File: src/rtl/sd_cmd_ctrl.sv
// SD SPI command sequencer: power-up dummy bytes, 6-byte command frame, then R1 polling
// with an Ncr timeout, all driven through a one-byte start/done engine.
module sd_cmd_ctrl #(
    parameter int unsigned DUMMY_BYTES = 10,
    parameter int unsigned MAX_POLL    = 8
) (
    input  logic        clk,
    input  logic        rst,
    input  logic        cmd_valid,
    input  logic [5:0]  cmd_idx,
    input  logic [31:0] cmd_arg,
    input  logic [6:0]  cmd_crc,
    output logic        cmd_ready,
    output logic        resp_valid,
    output logic [7:0]  resp_r1,
    output logic        resp_timeout,
    output logic        busy,
    output logic        byte_start,
    output logic [7:0]  byte_tx,
    input  logic [7:0]  byte_rx,
    input  logic        byte_done
);

    localparam int unsigned DummyW = $clog2(DUMMY_BYTES + 1);
    localparam int unsigned PollW  = $clog2(MAX_POLL + 1);
    localparam logic [DummyW-1:0] DummyLast = DummyW'(DUMMY_BYTES - 1);
    localparam logic [PollW-1:0]  PollLast  = PollW'(MAX_POLL - 1);

    typedef enum logic [2:0] {
        StDummyIssue,
        StDummyWait,
        StIdle,
        StSendIssue,
        StSendWait,
        StPollIssue,
        StPollWait,
        StResp
    } state_e;

    state_e            state;
    logic [DummyW-1:0] dummy_cnt;
    logic [PollW-1:0]  poll_cnt;
    logic [2:0]        byte_idx;
    logic [5:0]        idx_q;
    logic [31:0]       arg_q;
    logic [6:0]        crc_q;
    logic [7:0]        frame_byte;

    // Frame byte for the current position, built from the latched command fields.
    always_comb begin
        frame_byte = 8'hFF;
        case (byte_idx)
            3'd0:    frame_byte = {2'b01, idx_q};
            3'd1:    frame_byte = arg_q[31:24];
            3'd2:    frame_byte = arg_q[23:16];
            3'd3:    frame_byte = arg_q[15:8];
            3'd4:    frame_byte = arg_q[7:0];
            3'd5:    frame_byte = {crc_q, 1'b1};
            default: frame_byte = 8'hFF;
        endcase
    end

    always_ff @(posedge clk or negedge rst) begin
        if (!rst) begin
            state        <= StDummyIssue;
            cmd_ready    <= 1'b0;
            busy         <= 1'b1;
            resp_valid   <= 1'b0;
            resp_r1      <= 8'hFF;
            resp_timeout <= 1'b0;
            byte_start   <= 1'b0;
            byte_tx      <= 8'hFF;
            dummy_cnt    <= '0;
            poll_cnt     <= '0;
            byte_idx     <= '0;
            idx_q        <= '0;
            arg_q        <= '0;
            crc_q        <= '0;
        end else begin
            byte_start <= 1'b0;
            resp_valid <= 1'b0;
            unique case (state)
                StDummyIssue: begin
                    byte_tx    <= 8'hFF;
                    byte_start <= 1'b1;
                    state      <= StDummyWait;
                end
                StDummyWait: begin
                    if (byte_done) begin
                        dummy_cnt <= dummy_cnt + 1'b1;
                        if (dummy_cnt == DummyLast) begin
                            cmd_ready <= 1'b1;
                            busy      <= 1'b0;
                            state     <= StIdle;
                        end else begin
                            state <= StDummyIssue;
                        end
                    end
                end
                StIdle: begin
                    if (cmd_valid) begin
                        idx_q     <= cmd_idx;
                        arg_q     <= cmd_arg;
                        crc_q     <= cmd_crc;
                        byte_idx  <= '0;
                        cmd_ready <= 1'b0;
                        busy      <= 1'b1;
                        state     <= StSendIssue;
                    end
                end
                StSendIssue: begin
                    byte_tx    <= frame_byte;
                    byte_start <= 1'b1;
                    state      <= StSendWait;
                end
                StSendWait: begin
                    // Whatever the card clocks back during the frame itself is not a response.
                    if (byte_done) begin
                        if (byte_idx == 3'd5) begin
                            poll_cnt <= '0;
                            state    <= StPollIssue;
                        end else begin
                            byte_idx <= byte_idx + 3'd1;
                            state    <= StSendIssue;
                        end
                    end
                end
                StPollIssue: begin
                    byte_tx    <= 8'hFF;
                    byte_start <= 1'b1;
                    state      <= StPollWait;
                end
                StPollWait: begin
                    if (byte_done) begin
                        poll_cnt <= poll_cnt + 1'b1;
                        if (!byte_rx[7]) begin
                            resp_r1      <= byte_rx;
                            resp_timeout <= 1'b0;
                            resp_valid   <= 1'b1;
                            state        <= StResp;
                        end else if (poll_cnt == PollLast) begin
                            resp_r1      <= 8'hFF;
                            resp_timeout <= 1'b1;
                            resp_valid   <= 1'b1;
                            state        <= StResp;
                        end else begin
                            state <= StPollIssue;
                        end
                    end
                end
                StResp: begin
                    cmd_ready <= 1'b1;
                    busy      <= 1'b0;
                    state     <= StIdle;
                end
                default: state <= StDummyIssue;
            endcase
        end
    end

endmodule
File: config.mk
export PLATFORM = sky130hd
export DESIGN_NAME = sd_cmd_ctrl
export DESIGN_NICKNAME = d
export VERILOG_FILES = /design/src/rtl/sd_cmd_ctrl.sv
export SDC_FILE = /design/constraint.sdc
export NUM_CORES = 1
export LEC_CHECK = 0
export CAP_MARGIN = 20
export CORE_MARGIN = 2
export CORE_UTILIZATION = 47
export CTS_BUF_LIST = sky130_fd_sc_hd__clkbuf_8
export CTS_CLUSTER_SIZE = 25
export DETAILED_ROUTE_END_ITERATION = 12
export PLACE_DENSITY_LB_ADDON = 0.2
export SYNTH_ARGS = -nofsm -noshare
export SYNTH_HDL_FRONTEND = slang
export SYNTH_SLANG_ARGS = --single-unit
File: constraint.sdc
create_clock -name clk -period 1.7 [get_ports clk]
set_input_delay 0.255 -clock clk [delete_from_list [all_inputs] [get_ports clk]]
set_output_delay 0.255 -clock clk [all_outputs]
set_load 0.05 [all_outputs]
==> impl_metrics.csv, run 1 <==
group,metric,value,unit
outcome,status,"finished clean",
pwr,p_per_area,1793,mW/mm^2
critical_path,crit_required,1.96,ns
critical_path,cp-start-kind,"flip-flop",
pwr,p_leak,2.193,nW
global_route,grt_start_max_net_pins,33,
synth,yosys_register_bits,80,
pwr,power_switching,3.409,mW
final_layout,n_fill_cell,586,
pwr,finalPower,9.115,mW
die,num_rows,32,
die,die-area,0.008447,sq mm
critical_path,crit_path_end_kind,"flip-flop",
global_route,grt_use_met1,25.03,%
sta,setup_viol,0,
pwr,ir_drop,704.0,uV
global_route,grt_usage,19.92,%
synth,yosys-top-cells-count,"dfrtp_1 (63), nor2_1 (31), mux2_1 (30)",
critical_path,crit_fanout,5,
global_route,met2_usage,34.01,%
synth,synth-seq-area-share,55.70,%
cts,cts_tree,"built",
synth,synth_top_area_cell,"dfrtp_1",
final_layout,finalNetCount,468,
global_route,grt_pass1_wl,13170,um
final_layout,final_area,0.005085,sq mm
die,core_area,0.007607,sq mm
synth,synth_cell_type_count,50,
detailed_routing,drt_wl_total,7792,um
detailed_routing,wire_per_inst,15.28,um
critical_path,crit_arrival,1.93,ns
global_route,first_global_vias,2844,
cts,h-tree-depth,3,
global_route,grt_overflow,0,
die,ios,78,
global_route,grt_antenna_before_repair,0,
die,die_x,91.91,um
critical_path,critical_path.cell_chain,"inv_4 -> ha_4 -> buf_12 -> a221oi_1 -> a21oi_1 -> a221oi_1 -> a21oi_1",
global_route,met3_usage,3.287,%
place,place_area,0.004757,sq mm
detailed_routing,vias,2702,
synth,avgSynthCellArea,12.35,sq um
job,drv_cap,0,
final_layout,drive_gt1_share,30.88,%
pwr,combPwrFrac,44.5,%
detailed_routing,drt-initial-drc-count,111,
sta,slew_violations,0,
sta,fmax,0.5984,GHz
final_layout,syn_to_final_growth,39.99,%
pwr,power.internal,5.706,mW
die,die_h,91.91,um
synth,yosysMostFrequentCell,"dfrtp_1",
synth,yosysWarningCount,0,
sta,finalHoldViolations,0,
place,place.gp.congestion,0.8174,
cts,cts.sinks,80,
synth,ys.flop_type,"dfrtp_1",
cts,clk_pin_slew,0.08,ns
critical_path,crit_type,"reg2reg",
pwr,power_frac_seq,38.7,%
place,dp_hpwl,5739,um
critical_path,critPathBufInv,2,
final_layout,final_core_util,66.84,%
pwr,clock_power_share,16.9,%
synth,syn-num-nets,359,
cts,cts-root-buf,"clkbuf_8",
critical_path,cp_slowest_cell,"dfrtp_2",
detailed_routing,final_antenna_net_count,0,
hold_path,min_path_type,"in2async",
critical_path,cpLargestDelayFamily,"compound AO/OA/AOI/OAI gates",
sta,rsz0062_at_grt,"true",
die,start_util,47.75,%
synth,synthArstFlopShare,100.0,%
synth,netlist_area,0.003632,sq mm
detailed_routing,drc_errors,0,
sta,period_share,98.31,%
final_layout,antenna_cells,0,
cts,cts_buffer_depth,2,
synth,synth_top_area_share,43.40,%
cts,insertion_delay,0.34,ns
place,numPortBuffers,77,
global_route,busiest_layer,"met2",
sta,worst_pin_slew,0.4842,ns
synth,syn_inst,294,
synth,synth_edf_count,0,
sta,worst_clock_skew,0.005290,ns
sta,slew_headroom,67.85,%
synth,synthTopCellsByArea,"dfrtp_1 (43%), dfstp_2 (12%), mux2_1 (9.3%)",
sta,hold_slack,0.3888,ns
cts,numCtsBuffers,9,
critical_path,slowest_delay,0.44,ns
detailed_routing,dr.pass1.iters,5,
pwr,switching_share,37.40,%
detailed_routing,routed_via_density,5.298,
sta,fin_crit,1.671,ns
## metrics by stage
| stage | setup TNS [ns] | worst slack (ns) | std cells |
|---|---|---|---|
| after global routing | -0.1669 | -0.07478 | 510 |
| final | 0 | 0.02876 | 510 |
| after floorplan | 0 | 0.02105 | 294 |
| after CTS | 0 | 0.001708 | 508 |
| after global placement | -3.937 | -0.09874 | 491 |
| after detailed placement | -4.236 | -0.1010 | 491 |
## sequential cells by signal, summed over array words and instances, names as in the netlist, 3 cells and up
register	count
arg_q	32
byte_idx	3
byte_tx	8
crc_q	7
dummy_cnt	4
idx_q	6
poll_cnt	4
resp_r1	8
state	3
## cells by family (layout without fill, tap and decap cells)
family / count (synthesis) / in the layout / synth area share [%]
buf+inv: 25 / 139 / 3.651
fa+ha+maj: 8 / 8 / 2.756
mux: 51 / 51 / 15.74
simple gates: 71 / 71 / 9.887
flops: 80 / 80 / 55.70
compound gates: 54 / 54 / 11.06
xor+xnor: 5 / 5 / 1.206
## layout by cell type, fill, tap and decap left out, types with 2 or more instances in the layout
cell | netlist | routed
buf_4 | 3 | 45
bufinv_16 | 0 | 2
inv_2 | 2 | 3
xnor2_1 | 3 | 3
mux2_1 | 30 | 30
ha_4 | 0 | 3
inv_1 | 6 | 5
a22o_1 | 2 | 2
mux2_2 | 19 | 19
clkdlybuf4s50_1 | 0 | 55
mux2i_1 | 2 | 2
dfstp_2 | 17 | 17
o21ai_1 | 2 | 2
clkinvlp_4 | 0 | 2
buf_6 | 3 | 3
nand3_1 | 4 | 4
nor2_1 | 31 | 31
nand3b_1 | 4 | 4
clkbuf_8 | 0 | 9
a22oi_1 | 2 | 2
a31oi_1 | 6 | 6
ha_1 | 8 | 5
nor3_4 | 0 | 2
nor3_1 | 8 | 8
nand2_1 | 12 | 12
xor2_1 | 2 | 2
a222oi_1 | 5 | 5
o21ai_0 | 5 | 5
buf_12 | 0 | 10
a221oi_1 | 5 | 5
a32oi_1 | 3 | 3
a21oi_1 | 12 | 12
a21o_1 | 3 | 3
dfrtp_1 | 63 | 62
## power groups by stage
stage	Sequential [mW]	Combinational (mW)	Clock [mW]
floorplan	4.08	1.87	0
global placement	3.52	3.81	0
detailed placement	3.55	3.91	0
CTS	3.53	3.98	1.57
global route	3.65	4.39	1.66
finish	3.52	4.05	1.54
## layer usage
layer / routed length (um) / up-vias
met5: 0 / -
met4: 136 / 0
met3: 276 / 12
met2: 3939 / 62
met1: 3440 / 1345
li1: - / 1283
## cell type report
class	instances	area [sq um]	share of cell area, %
clock buffer	9	123.9	2.436
clock inverter	7	96.34	1.895
inverter	8	32.53	0.6398
multi-input combinational	189	1539	30.27
sequential	80	2024	39.81
tap	102	127.6	2.510
timing repair buffer	115	1141	22.44
## final timing paths
check	to	startpoint	slack [ns]	cells after the start
hold reg to reg	dummy_cnt[3]	dummy_cnt[3]	0.48	1
setup / recovery	byte_tx[6]	byte_idx[0]	0.03	7
max in group asynchronous	byte_tx[6]	rst	0.75	3
setup reg to reg	byte_tx[6]	byte_idx[0]	0.03	7
hold / removal	poll_cnt[0]	rst	0.39	2
min in group clk	dummy_cnt[3]	dummy_cnt[3]	0.48	1
## timing repair
| action | 4_1_cts | 5_1_grt |
|---|---|---|
| gates resized for setup | 9 | 7 |
| hold endpoints to repair | 19 | 0 |
| buffers inserted | 0 | 2 |
| endpoints found under the setup margin | 8 | 10 |
| pin swaps | 2 | 9 |
| hold buffers | 1 | 0 |
No activity file was read; power rests on OpenSTA's default activity.
==> run 2: changes to the inputs <==
Settings changed: CORE_MARGIN 2 to 4, PLACE_DENSITY set to 0.8, PLACE_DENSITY_LB_ADDON 0.2 to unset.
==> run 2 against run 1 <==
The flow now finishes with violations (negative setup slack). Hold slack improved by 0.065 ns. Total power decreased by 0.61%. Utilization grew 2.1 points. Critical path depth unchanged. Sequential share of layout area about the same. Flip-flop and latch count did not move. Sequential power increased by 2%. Via count grew 1.9%. Maximum frequency is 1.9% lower.
==> impl_metrics.csv, run 2 (synthesized netlist as in run 1, its figures left out) <==
group,metric,value,unit
final_layout,syn_to_final_growth,39.89,%
critical_path,crit_path_end_kind,"flip-flop",
place,dp_hpwl,5989,um
final_layout,finalNetCount,470,
detailed_routing,final_antenna_net_count,0,
critical_path,critPathBufInv,3,
final_layout,largest_register_ffs,32,
hold_path,min_path_type,"in2async",
cts,insertion_delay,0.37,ns
pwr,p_per_area,1783,mW/mm^2
cts,numCtsBuffers,9,
critical_path,cpLargestDelayFamily,"compound AO/OA/AOI/OAI gates",
final_layout,drive_gt1_share,33.41,%
outcome,violations,"negative setup slack",
place,numPortBuffers,77,
place,place_area,0.004738,sq mm
global_route,grt_usage,19.34,%
global_route,grt_pass1_wl,13490,um
global_route,grt_overflow,0,
place,place.gp.congestion,0.9255,
place,post-place-ws,-0.08044,ns
die,num_rows,31,
sta,fin_crit,1.704,ns
critical_path,crit_type,"reg2reg",
global_route,grt_start_max_net_pins,81,
critical_path,crit_fanout,7,
global_route,grt_antenna_before_repair,0,
sta,setup_ws,-0.004381,ns
sta,rsz0062_at_grt,"true",
global_route,first_global_vias,2842,
critical_path,critical_path.cell_chain,"inv_2 -> ha_4 -> buf_6 -> buf_4 -> a221oi_1 -> a21o_1 -> a31oi_1",
final_layout,final_core_util,68.95,%
cts,h-tree-depth,3,
sta,hold_slack,0.4535,ns
detailed_routing,drt_wl_total,8429,um
detailed_routing,drc_errors,0,
sta,finalHoldViolations,0,
final_layout,antenna_cells,0,
cts,cts_tree,"built",
critical_path,ff2ff_path_depth,7,
sta,period_share,100.3,%
final_layout,top_register,"arg_q",
die,die_x,95.91,um
pwr,finalPower,9.060,mW
sta,worst_pin_slew,0.5022,ns
final_layout,final_area,0.005081,sq mm
sta,worst_clock_skew,0.009096,ns
critical_path,rr_startpoint,"byte_idx[1]",
critical_path,r2r_end,"byte_tx[1]",
cts,cts-root-buf,"clkbuf_8",
job,drv_cap,0,
critical_path,r2r_slack,-0.004,ns
detailed_routing,vias,2752,
sta,setup_viol,1,
detailed_routing,wire_per_inst,16.56,um
die,die-area,0.009199,sq mm
final_layout,layout.cells.non_filler,509,
sta,slew_headroom,66.52,%
cts,cts_buffer_depth,2,
sta,fmax,0.5867,GHz
critical_path,crit_arrival,1.97,ns
detailed_routing,dr.pass1.iters,4,
die,ios,78,
final_layout,final_common_cell,"dfrtp_1",
sta,fin_tns_setup,-0.004381,ns
detailed_routing,drt-initial-drc-count,141,
critical_path,slowest_delay,0.41,ns
place,place_inst,488,
critical_path,cp-start-kind,"flip-flop",
detailed_routing,routed_via_density,5.407,
pwr,ir_drop,877.5,uV
final_layout,most-common-layout-cells,"dfrtp_1 (62), clkdlybuf4s50_1 (55), buf_4 (49)",
outcome,status,"complete, but fails checks",
die,core_area,0.007370,sq mm
final_layout,top_regs,"arg_q: 32 flops, byte_tx: 8 flops, resp_r1: 8 flops",
critical_path,crit_required,1.97,ns
sta,slew_violations,0,
critical_path,cp_slowest_cell,"dfrtp_1",
cts,clk_pin_slew,0.08,ns
cts,cts.sinks,80,
pwr,p_leak,2.183,nW
die,die_h,95.91,um
die,start_util,49.29,%
[run 2: final cells by class]
class                      instances  area [sq um]
multi-input combinational        189          1590
timing repair buffer             117          1134
inverter                           8         30.03
sequential                        80          2024
tap                               99         123.9
fill                             509          2288
clock inverter                     7         55.05
clock buffer                       9         123.9
[run 2: metal layers]
| layer | global-route usage [%] | routed length, um | up-vias |
|---|---|---|---|
| met2 | 32.77 | 4234 | 97 |
| met5 | 0 | 0 | - |
| met1 | 23.12 | 3393 | 1348 |
| li1 | - | - | 1285 |
| met4 | 7.346 | 222 | 0 |
| met3 | 5.864 | 579 | 22 |
[run 2: tightest hold or removal path: cells and delay by family]
kind | cells | cell delay [ns]
buf+inv | 3 | 0.99
[run 2: power by group]
part           leakage [nW]  total (mW)  switching, mW  internal (mW)
combinational          1.16        4.20           2.17           2.03
clock                0.0862        1.28          0.735          0.541
sequential            0.939        3.58          0.659           2.92
total                  2.18        9.06           3.57           5.49
[run 2: how the worst max path moves through the flow]
stage	start	end	slack, ns	cells after the start
6_report	byte_idx[1]	byte_tx[1]	-0.004	7
5_1_grt	byte_idx[1]	byte_tx[1]	-0.05	7
4_1_cts	byte_idx[0]	byte_tx[0]	-0.003	8
3_5_place_dp	cmd_valid	crc_q[1]	-0.08	5
3_3_place_gp	cmd_valid	crc_q[1]	-0.09	5
2_1_floorplan	byte_idx[0]	byte_tx[0]	0.02	6
[run 2: repair_timing]
item                                    CTS  global route
endpoints found under the setup margin   11            10
hold buffers                              1             0
setup buffers                             1             3
pin swaps                                 1             9
hold endpoints to repair                 63             0
gates resized for setup                   9            16
